<file path="config.mk">
export PLATFORM = sky130hd
export DESIGN_NAME = riscv_dmem_arbiter_flat
export DESIGN_NICKNAME = d
export VERILOG_FILES = /design/src/rtl/riscv_dmem_arbiter_if.sv /design/src/rtl/riscv_dmem_arbiter.sv /design/src/flat_wrapper.sv
export SDC_FILE = /design/constraint.sdc
export NUM_CORES = 1
export LEC_CHECK = 0
export CAP_MARGIN = 10
export CORE_MARGIN = 5
export CORE_UTILIZATION = 30
export DETAILED_ROUTE_END_ITERATION = 12
export PLACE_DENSITY = 0.74
export SETUP_SLACK_MARGIN = 0.05
export SLEW_MARGIN = 30
export SYNTH_ARGS = -nofsm -noshare
export SYNTH_HDL_FRONTEND = slang
export SYNTH_SLANG_ARGS = --single-unit
</file>
<file path="constraint.sdc">
create_clock -name clk_i -period 6 [get_ports clk_i]
set_input_delay 1.8 -clock clk_i [delete_from_list [all_inputs] [get_ports clk_i]]
set_output_delay 1.8 -clock clk_i [all_outputs]
set_load 0.02 [all_outputs]
</file>
<file path="src/rtl/riscv_dmem_arbiter_if.sv">
// Bundle of both requester ports and the memory port of the data-memory arbiter.
// slave = arbiter side, master = the requesters/memory that surround it.
interface riscv_dmem_arbiter_if #(
    parameter int ADDR_WIDTH  = 32,
    parameter int DATA_WIDTH  = 32,
    parameter int MSIZE_WIDTH = 3
);
    logic                   m0_req_i;
    logic                   m0_we_i;
    logic [ADDR_WIDTH-1:0]  m0_addr_i;
    logic [DATA_WIDTH-1:0]  m0_wdata_i;
    logic [MSIZE_WIDTH-1:0] m0_size_i;
    logic                   m0_gnt_o;
    logic                   m0_rvalid_o;
    logic [DATA_WIDTH-1:0]  m0_rdata_o;
    logic                   m0_err_o;

    logic                   m1_req_i;
    logic                   m1_we_i;
    logic [ADDR_WIDTH-1:0]  m1_addr_i;
    logic [DATA_WIDTH-1:0]  m1_wdata_i;
    logic [MSIZE_WIDTH-1:0] m1_size_i;
    logic                   m1_gnt_o;
    logic                   m1_rvalid_o;
    logic [DATA_WIDTH-1:0]  m1_rdata_o;
    logic                   m1_err_o;

    logic                   mem_req_o;
    logic                   mem_we_o;
    logic [ADDR_WIDTH-1:0]  mem_addr_o;
    logic [DATA_WIDTH-1:0]  mem_wdata_o;
    logic [MSIZE_WIDTH-1:0] mem_size_o;
    logic                   mem_gnt_i;
    logic                   mem_rvalid_i;
    logic [DATA_WIDTH-1:0]  mem_rdata_i;

    modport slave (
        input  m0_req_i, m0_we_i, m0_addr_i, m0_wdata_i, m0_size_i,
        input  m1_req_i, m1_we_i, m1_addr_i, m1_wdata_i, m1_size_i,
        input  mem_gnt_i, mem_rvalid_i, mem_rdata_i,
        output m0_gnt_o, m0_rvalid_o, m0_rdata_o, m0_err_o,
        output m1_gnt_o, m1_rvalid_o, m1_rdata_o, m1_err_o,
        output mem_req_o, mem_we_o, mem_addr_o, mem_wdata_o, mem_size_o
    );

    modport master (
        output m0_req_i, m0_we_i, m0_addr_i, m0_wdata_i, m0_size_i,
        output m1_req_i, m1_we_i, m1_addr_i, m1_wdata_i, m1_size_i,
        output mem_gnt_i, mem_rvalid_i, mem_rdata_i,
        input  m0_gnt_o, m0_rvalid_o, m0_rdata_o, m0_err_o,
        input  m1_gnt_o, m1_rvalid_o, m1_rdata_o, m1_err_o,
        input  mem_req_o, mem_we_o, mem_addr_o, mem_wdata_o, mem_size_o
    );
endinterface

</file>
<file path="src/rtl/riscv_dmem_arbiter.sv">
// Round-robin arbiter/sequencer for LSU (m0) and debug/DMA (m1) onto one data-memory port.
// Latency: grant comb in IDLE, mem_req_o next cycle, response comb with mem_rvalid_i; errors answer 1 cycle after grant.
// Backpressure: one transaction outstanding; mem_gnt_i stalls hold the request, no new grant until back in IDLE.
module riscv_dmem_arbiter #(
    parameter int ADDR_WIDTH  = 32,
    parameter int DATA_WIDTH  = 32,
    parameter int MSIZE_WIDTH = 3
) (
    input logic                 clk_i,
    input logic                 rst_i,
    riscv_dmem_arbiter_if.slave bus
);

    typedef enum logic [1:0] {
        ARB_IDLE,
        ARB_ADDR,
        ARB_RESP,
        ARB_ERR
    } arb_state_e;

    arb_state_e             state_q, state_d;
    logic                   owner_q;
    logic                   prio_q;
    logic                   mem_we_q;
    logic [ADDR_WIDTH-1:0]  mem_addr_q;
    logic [DATA_WIDTH-1:0]  mem_wdata_q;
    logic [MSIZE_WIDTH-1:0] mem_size_q;

    logic                   win;
    logic                   sel_we;
    logic [ADDR_WIDTH-1:0]  sel_addr;
    logic [DATA_WIDTH-1:0]  sel_wdata;
    logic [MSIZE_WIDTH-1:0] sel_size;
    logic                   sel_mis;

    logic                   grant;
    logic                   done;
    logic                   mem_req;
    logic                   rsp_vld;
    logic                   rsp_err;
    logic [DATA_WIDTH-1:0]  rsp_dat;

    // Bit 2 of the size code only marks unsigned loads; codes 3, 6 and 7 have no valid meaning.
    function automatic logic is_misaligned(input logic [MSIZE_WIDTH-1:0] size,
                                           input logic [1:0]             addr_lo);
        logic mis;
        case (size)
            MSIZE_WIDTH'(0), MSIZE_WIDTH'(4): mis = 1'b0;
            MSIZE_WIDTH'(1), MSIZE_WIDTH'(5): mis = addr_lo[0];
            MSIZE_WIDTH'(2):                  mis = (addr_lo != 2'b00);
            default:                          mis = 1'b1;
        endcase
        return mis;
    endfunction

    always_comb begin
        win       = (bus.m0_req_i && bus.m1_req_i) ? prio_q : bus.m1_req_i;
        sel_we    = win ? bus.m1_we_i    : bus.m0_we_i;
        sel_addr  = win ? bus.m1_addr_i  : bus.m0_addr_i;
        sel_wdata = win ? bus.m1_wdata_i : bus.m0_wdata_i;
        sel_size  = win ? bus.m1_size_i  : bus.m0_size_i;
        sel_mis   = is_misaligned(sel_size, sel_addr[1:0]);
    end

    always_comb begin
        state_d = state_q;
        grant   = 1'b0;
        done    = 1'b0;
        mem_req = 1'b0;
        rsp_vld = 1'b0;
        rsp_err = 1'b0;
        rsp_dat = '0;
        case (state_q)
            ARB_IDLE: begin
                if ((bus.m0_req_i || bus.m1_req_i) && !rst_i) begin
                    grant   = 1'b1;
                    state_d = sel_mis ? ARB_ERR : ARB_ADDR;
                end
            end
            ARB_ADDR: begin
                mem_req = 1'b1;
                if (bus.mem_gnt_i) begin
                    state_d = ARB_RESP;
                end
            end
            ARB_RESP: begin
                // Reset abandons the transaction silently, even if the data arrives that cycle.
                if (bus.mem_rvalid_i && !rst_i) begin
                    rsp_vld = 1'b1;
                    rsp_dat = bus.mem_rdata_i;
                    done    = 1'b1;
                    state_d = ARB_IDLE;
                end
            end
            ARB_ERR: begin
                rsp_vld = !rst_i;
                rsp_err = !rst_i;
                done    = 1'b1;
                state_d = ARB_IDLE;
            end
            default: state_d = ARB_IDLE;
        endcase
    end

    always_ff @(posedge clk_i) begin
        if (rst_i) begin
            state_q     <= ARB_IDLE;
            owner_q     <= 1'b0;
            prio_q      <= 1'b0;
            mem_we_q    <= 1'b0;
            mem_addr_q  <= '0;
            mem_wdata_q <= '0;
            mem_size_q  <= '0;
        end else begin
            state_q <= state_d;
            if (grant) begin
                owner_q <= win;
            end
            // Misaligned requests never reach the memory bus, so its fields stay put.
            if (grant && !sel_mis) begin
                mem_we_q    <= sel_we;
                mem_addr_q  <= sel_addr;
                mem_wdata_q <= sel_wdata;
                mem_size_q  <= sel_size;
            end
            if (done) begin
                prio_q <= ~owner_q;
            end
        end
    end

    assign bus.m0_gnt_o    = grant & ~win;
    assign bus.m1_gnt_o    = grant & win;
    assign bus.m0_rvalid_o = rsp_vld & ~owner_q;
    assign bus.m1_rvalid_o = rsp_vld & owner_q;
    assign bus.m0_err_o    = rsp_err & ~owner_q;
    assign bus.m1_err_o    = rsp_err & owner_q;
    assign bus.m0_rdata_o  = owner_q ? '0 : rsp_dat;
    assign bus.m1_rdata_o  = owner_q ? rsp_dat : '0;

    assign bus.mem_req_o   = mem_req;
    assign bus.mem_we_o    = mem_we_q;
    assign bus.mem_addr_o  = mem_addr_q;
    assign bus.mem_wdata_o = mem_wdata_q;
    assign bus.mem_size_o  = mem_size_q;

endmodule

</file>
<file path="src/flat_wrapper.sv">
// flat-port wrapper written by rule: the top's interface ports become plain ports
module riscv_dmem_arbiter_flat 
#(
    parameter int ADDR_WIDTH  = 32,
    parameter int DATA_WIDTH  = 32,
    parameter int MSIZE_WIDTH = 3
)
  (clk_i, rst_i, bus_m0_req_i, bus_m0_we_i, bus_m0_addr_i, bus_m0_wdata_i, bus_m0_size_i, bus_m1_req_i, bus_m1_we_i, bus_m1_addr_i, bus_m1_wdata_i, bus_m1_size_i, bus_mem_gnt_i, bus_mem_rvalid_i, bus_mem_rdata_i, bus_m0_gnt_o, bus_m0_rvalid_o, bus_m0_rdata_o, bus_m0_err_o, bus_m1_gnt_o, bus_m1_rvalid_o, bus_m1_rdata_o, bus_m1_err_o, bus_mem_req_o, bus_mem_we_o, bus_mem_addr_o, bus_mem_wdata_o, bus_mem_size_o);
  riscv_dmem_arbiter_if #(.ADDR_WIDTH(ADDR_WIDTH), .DATA_WIDTH(DATA_WIDTH), .MSIZE_WIDTH(MSIZE_WIDTH)) bus_i ();
  input logic clk_i;
  input logic rst_i;
  input wire logic [$bits(bus_i.m0_req_i)-1:0] bus_m0_req_i;
  input wire logic [$bits(bus_i.m0_we_i)-1:0] bus_m0_we_i;
  input wire logic [$bits(bus_i.m0_addr_i)-1:0] bus_m0_addr_i;
  input wire logic [$bits(bus_i.m0_wdata_i)-1:0] bus_m0_wdata_i;
  input wire logic [$bits(bus_i.m0_size_i)-1:0] bus_m0_size_i;
  input wire logic [$bits(bus_i.m1_req_i)-1:0] bus_m1_req_i;
  input wire logic [$bits(bus_i.m1_we_i)-1:0] bus_m1_we_i;
  input wire logic [$bits(bus_i.m1_addr_i)-1:0] bus_m1_addr_i;
  input wire logic [$bits(bus_i.m1_wdata_i)-1:0] bus_m1_wdata_i;
  input wire logic [$bits(bus_i.m1_size_i)-1:0] bus_m1_size_i;
  input wire logic [$bits(bus_i.mem_gnt_i)-1:0] bus_mem_gnt_i;
  input wire logic [$bits(bus_i.mem_rvalid_i)-1:0] bus_mem_rvalid_i;
  input wire logic [$bits(bus_i.mem_rdata_i)-1:0] bus_mem_rdata_i;
  output wire logic [$bits(bus_i.m0_gnt_o)-1:0] bus_m0_gnt_o;
  output wire logic [$bits(bus_i.m0_rvalid_o)-1:0] bus_m0_rvalid_o;
  output wire logic [$bits(bus_i.m0_rdata_o)-1:0] bus_m0_rdata_o;
  output wire logic [$bits(bus_i.m0_err_o)-1:0] bus_m0_err_o;
  output wire logic [$bits(bus_i.m1_gnt_o)-1:0] bus_m1_gnt_o;
  output wire logic [$bits(bus_i.m1_rvalid_o)-1:0] bus_m1_rvalid_o;
  output wire logic [$bits(bus_i.m1_rdata_o)-1:0] bus_m1_rdata_o;
  output wire logic [$bits(bus_i.m1_err_o)-1:0] bus_m1_err_o;
  output wire logic [$bits(bus_i.mem_req_o)-1:0] bus_mem_req_o;
  output wire logic [$bits(bus_i.mem_we_o)-1:0] bus_mem_we_o;
  output wire logic [$bits(bus_i.mem_addr_o)-1:0] bus_mem_addr_o;
  output wire logic [$bits(bus_i.mem_wdata_o)-1:0] bus_mem_wdata_o;
  output wire logic [$bits(bus_i.mem_size_o)-1:0] bus_mem_size_o;
  assign bus_i.m0_req_i = bus_m0_req_i;
  assign bus_i.m0_we_i = bus_m0_we_i;
  assign bus_i.m0_addr_i = bus_m0_addr_i;
  assign bus_i.m0_wdata_i = bus_m0_wdata_i;
  assign bus_i.m0_size_i = bus_m0_size_i;
  assign bus_i.m1_req_i = bus_m1_req_i;
  assign bus_i.m1_we_i = bus_m1_we_i;
  assign bus_i.m1_addr_i = bus_m1_addr_i;
  assign bus_i.m1_wdata_i = bus_m1_wdata_i;
  assign bus_i.m1_size_i = bus_m1_size_i;
  assign bus_i.mem_gnt_i = bus_mem_gnt_i;
  assign bus_i.mem_rvalid_i = bus_mem_rvalid_i;
  assign bus_i.mem_rdata_i = bus_mem_rdata_i;
  assign bus_m0_gnt_o = bus_i.m0_gnt_o;
  assign bus_m0_rvalid_o = bus_i.m0_rvalid_o;
  assign bus_m0_rdata_o = bus_i.m0_rdata_o;
  assign bus_m0_err_o = bus_i.m0_err_o;
  assign bus_m1_gnt_o = bus_i.m1_gnt_o;
  assign bus_m1_rvalid_o = bus_i.m1_rvalid_o;
  assign bus_m1_rdata_o = bus_i.m1_rdata_o;
  assign bus_m1_err_o = bus_i.m1_err_o;
  assign bus_mem_req_o = bus_i.mem_req_o;
  assign bus_mem_we_o = bus_i.mem_we_o;
  assign bus_mem_addr_o = bus_i.mem_addr_o;
  assign bus_mem_wdata_o = bus_i.mem_wdata_o;
  assign bus_mem_size_o = bus_i.mem_size_o;
  riscv_dmem_arbiter #(.ADDR_WIDTH(ADDR_WIDTH), .DATA_WIDTH(DATA_WIDTH), .MSIZE_WIDTH(MSIZE_WIDTH)) u_core (.clk_i(clk_i), .rst_i(rst_i), .bus(bus_i));
endmodule
</file>
# Word level (Yosys, flattened, before mapping)
# Cells that the tools add are included.
word_totals:
  reg_bits: 72
  in_bits: 174
  wordCells: 60
classes:
  eq_ne: 10
  n_mux: 22
  bitwise: 8
  reduce_logical: 13
op_table:
  columns: ["cell", "count"]
  rows:
  - ["32-bit two-way mux", 6]
  - ["2-bit two-way mux", 4]
  - ["2-bit one-hot mux with 4 select lines", 1]
  - ["1-bit two-way mux", 7]
  - ["1-bit bitwise AND", 6]
  - ["3-bit == test, second input constant", 2]
  - ["2-bit == test, second input constant", 2]
  - ["1-bit logical AND", 4]
  - ["2-bit by 1-bit != test with 1-bit output, second input constant", 2]
  - ["1-bit one-hot mux with 2 select lines", 2]
  - ["2-bit OR reduction", 2]
  - ["3-bit by 1-bit == test with 1-bit output, second input constant", 1]
  - ["3-bit by 2-bit == test with 1-bit output, second input constant", 1]
  - ["3-bit zero test", 1]
  - ["3-bit two-way mux", 1]
  - ["1-bit one-hot mux with 3 select lines", 1]
  - ["3-bit AND reduction", 1]
  - ["2-bit by 1-bit == test with 1-bit output, second input constant", 1]
  - ["1-bit zero test", 2]
  - ["2-bit zero test", 1]
  - ["2-bit != test, second input constant", 1]
  - ["1-bit inverter", 2]
  - ["2-bit nonzero test", 1]
  - ["1-bit logical OR", 1]

# Longest topological paths before layout
logic_depth:
  word_depth: 9
  ltp_mapped: 9
  mapped_depth_nobuf: 5

# Least setup slack after synthesis
# No wires, ideal clock.
synth_timing:
  path_type: "input to output"
  from: "input rst_i"
  to: "output bus_m0_rdata_o[10]"
  t_arrival_ns: 2.917
  required_ns: 4.200
  setup_slack_ns: 1.283
  cell_stages: 4
  path_cell_list: "clkbuf_1 -> nor4b_1 -> clkbuf_1 -> and2_1"
synth_between:
  elab_chain_len: 5
synth_rtl:
  columns: ["element", "line", "text"]
  rows:
  - ["start, declared", "flat_wrapper.sv:11", "input logic rst_i;"]
  - ["1-bit zero test", "riscv_dmem_arbiter.sv:88", "if (bus.mem_rvalid_i && !rst_i) begin"]
  - ["1-bit logical AND", "riscv_dmem_arbiter.sv:88", null]
  - ["32-bit two-way mux", "riscv_dmem_arbiter.sv:88", null]
  - ["32-bit two-way mux", "riscv_dmem_arbiter.sv:73", "case (state_q)"]
  - ["32-bit two-way mux", "riscv_dmem_arbiter.sv:138", "assign bus.m0_rdata_o = owner_q ? '0 : rsp_dat;"]
  - ["end, declared", "flat_wrapper.sv:27", "output wire logic [$bits(bus_i.m0_rdata_o)-1:0] bus_m0_rdata_o;"]
# Every way passes these cells.

# Final worst setup path
layout_timing:
  from: "input bus_m1_req_i"
  to: "output bus_m1_gnt_o"
layout_between:
  elab_chain_len: 5
layout_rtl:
  columns: ["element", "line", "text"]
  rows:
  - ["start, declared", "flat_wrapper.sv:17", "input wire logic [$bits(bus_i.m1_req_i)-1:0] bus_m1_req_i;"]
  - ["1-bit logical OR", "riscv_dmem_arbiter.sv:75", "if ((bus.m0_req_i || bus.m1_req_i) && !rst_i) begin"]
  - ["1-bit logical AND", "riscv_dmem_arbiter.sv:75", null]
  - ["1-bit two-way mux", "riscv_dmem_arbiter.sv:75", null]
  - ["1-bit two-way mux", "riscv_dmem_arbiter.sv:73", null]
  - ["1-bit bitwise AND *", "riscv_dmem_arbiter.sv:133", "assign bus.m1_gnt_o = grant & win;"]
  - ["end, declared", "flat_wrapper.sv:29", "output wire logic [$bits(bus_i.m1_gnt_o)-1:0] bus_m1_gnt_o;"]
# Every way passes the cells marked *; elsewhere a longest branch is shown, timed or not.

==> metrics.csv <==
metric,value,unit
status,"complete, no violations",
Routed WL,17.6,mm
CORE AREA,12500,µm²
largest net degree at the start of global routing,70,
RSZ-0062 raised after global routing,no,
min Tclk post-route,5.63,ns
sequential area share after synthesis,38.1,%
first-pass GRT wire length,26.7,mm
Syn-to-layout area delta,91.9,%
row cnt,41,
GP Congestion,0.951,
crit-path max FO,4,
"Reg clk slew, reported paths",0.05,ns
post-CTS setup buffer count,0,
hold_buf cts,0,
synth unique cells,25,
# port buffers,312,
Final Hold Fails,0,
drt first-iter violations,280,
nets,954,
Chip Width,122,µm
later-pin clock latency in the skew report,0.33,ns
"Period Utilization, post-route",93.9,%
layout cells sized above 1,4.08,%
CTS tree,built,
Max-cap violations,0,
Critical Path Source Type,input port,
final setup margin,0.368,ns
WL/cell,18.4,µm
DRT antenna net count,0,
IO Pins,313,
reg2reg path depth,6,
vias in the first global route,4840,
worst path cell trace,clkdlybuf4s50_1 > nor2_1 > or4_1 > nor2_1 > clkdlybuf4s50_1,
Multi-input gate area,2110,µm²
placed wire-length estimate,13.1,mm
Setup Skew,0.00609,ns
endpoints failing setup,0,
DRT Pass-1 Iters,7,
worst min path class,flop to flop,
storage element area,1440,µm²
synth warn,0,
# H-tree levels,3,
Cells after Synth,502,
final global-route overflow total,0,
pwr dens,214,nW/µm²
number of inserted diodes,0,
clock sinks,72,
pre-CTS setup slack,0.397,ns
CP Class,input port to output port,
vias per inst,5.03,
Worst Max-Slew Pin Slew,0.818,ns
via count,4818,
Resized Gates After CTS,0,
Global Route Usage Sum,22.7,%
Post-route DRC,0,
maximum clock frequency,0.178,GHz
TNS Setup,0,ns
Avg Inst Size Synth,7.53,µm²
Max transition margin,45.5,%
DIE AREA,14900,µm²
worst hold stages,2,
Final Cell Area,7260,µm²
DP Area,6960,µm²
Syn Std Cell Area,3780,µm²
die height,122,µm
clock buffer depth,2,
initial antenna violation count,1,
Critical Path Sink Type,output port,
required time of the critical path,4.20,ns
root buffer cell,clkbuf_16,
Starting Density,30.3,%
total CTS buffers,9,
crit-path max cell delay,0.65,ns
#FFs+latches synth,72,
count of pins over their slew limit,0,
syn_nets,676,
leakage power,2.58,nW
"Slowest-stage cell, CP",clkdlybuf4s50_1,
Worst Path Arrival,3.83,ns
VDD IR max,0.105,mV
Filler Cell Count,1137,
-- flip-flops by register name (all words and copies together), names as in the netlist --
signal,count
u_core.bus.mem_addr_o,32
u_core.bus.mem_size_o,3
u_core.bus.mem_wdata_o,32
u_core.bus.mem_we_o,1
u_core.owner_q,1
u_core.prio_q,1
u_core.state_q,2
-- kinds of logic (layout without fill, tap and decap cells) --
group	Yosys count	count (layout)	share of synthesized area (%)
compound gates	147	147	26.4
buf+inv	55	338	6.75
flops	72	72	38.1
mux	1	1	0.596
simple gates	227	227	28.1
-- layout make-up --
class                      count  area share, %
timing repair buffer         321           43.9
multi-input combinational    375           29.1
sequential                    72           19.9
clock buffer                  11           3.35
tap                          172           2.97
clock inverter                 5          0.776
inverter                       1         0.0517
-- cell usage after synthesis --
library cell,instances,area [µm²]
buf_6,2,22.5
a2111oi_0,1,8.76
a311oi_1,68,596
o21ai_0,2,10.0
buf_2,15,75.1
nor4_4,1,21.3
dfxtp_1,72,1440
o21ai_1,1,5.00
buf_4,4,30.0
nor4b_1,2,17.5
inv_1,1,3.75
a211oi_1,1,7.51
or4_1,1,7.51
nor2b_1,1,6.26
clkbuf_1,32,120
mux2i_4,1,22.5
nor3_1,3,15.0
a21oi_1,73,365
nand2b_1,2,12.5
buf_1,1,3.75
nor2_1,12,45.0
nand2_1,138,518
nor4_1,2,12.5
and2_1,65,407
o21a_1,1,7.51
-- report_power, final --
| part | leakage (nW) | internal (mW) | switching, mW |
|---|---|---|---|
| combinational | 1.85 | 0.234 | 0.233 |
| clock | 0.145 | 0.333 | 0.205 |
| sequential | 0.587 | 0.518 | 0.0269 |
-- worst max-delay path: cells and delay by family --
family	cells	cell delay, ns
buffers and inverters	2	1.22
AND/OR/NAND/NOR	3	0.81
-- metrics by stage --
| step | hold WS (ns) | cells | total power, mW | util [%] |
|---|---|---|---|---|
| 5_1_grt | 0.537 | 957 | 1.62 | 58.2 |
| 4_1_cts | 0.521 | 957 | 1.57 | 58.2 |
| 2_1_floorplan | 0.478 | 502 | 0.772 | - |
| 3_5_place_dp | 0.515 | 941 | 1.02 | 55.8 |
| 6_report | 0.519 | 957 | 1.55 | 58.2 |
| 3_3_place_gp | 0.505 | 941 | 1.01 | 55.8 |
-- worst paths after layout --
| kind | from | endpoint | slack (ns) |
|---|---|---|---|
| worst max-delay path | bus_m1_req_i | bus_m1_gnt_o | 0.37 |
| worst min-delay path | u_core.bus.mem_wdata_o[24] | u_core.bus.mem_wdata_o[24] | 0.52 |
| worst max register to register | u_core.prio_q | u_core.bus.mem_addr_o[22] | 3.05 |
| worst min register to register | u_core.bus.mem_wdata_o[24] | u_core.bus.mem_wdata_o[24] | 0.52 |
-- layer usage --
metal	share of wire (%)	global-route usage [%]	vias up
met2	49	38.3	213
met1	40	26.9	2234
met4	3.0	9.52	2
met5	0.063	0	-
li1	-	-	2331
met3	8.0	6.54	38
-- cell usage in the layout, fill, tap and decap left out, types with 3 or more instances in the layout --
| cell | instances |
|---|---|
| a21oi_1 | 73 |
| a311oi_1 | 68 |
| and2_1 | 64 |
| buf_4 | 9 |
| clkbuf_16 | 9 |
| clkdlybuf4s50_1 | 311 |
| dfxtp_1 | 72 |
| nand2_1 | 138 |
| nor2_1 | 12 |
| nor3_1 | 3 |
Power figures use the tool's default switching activity.
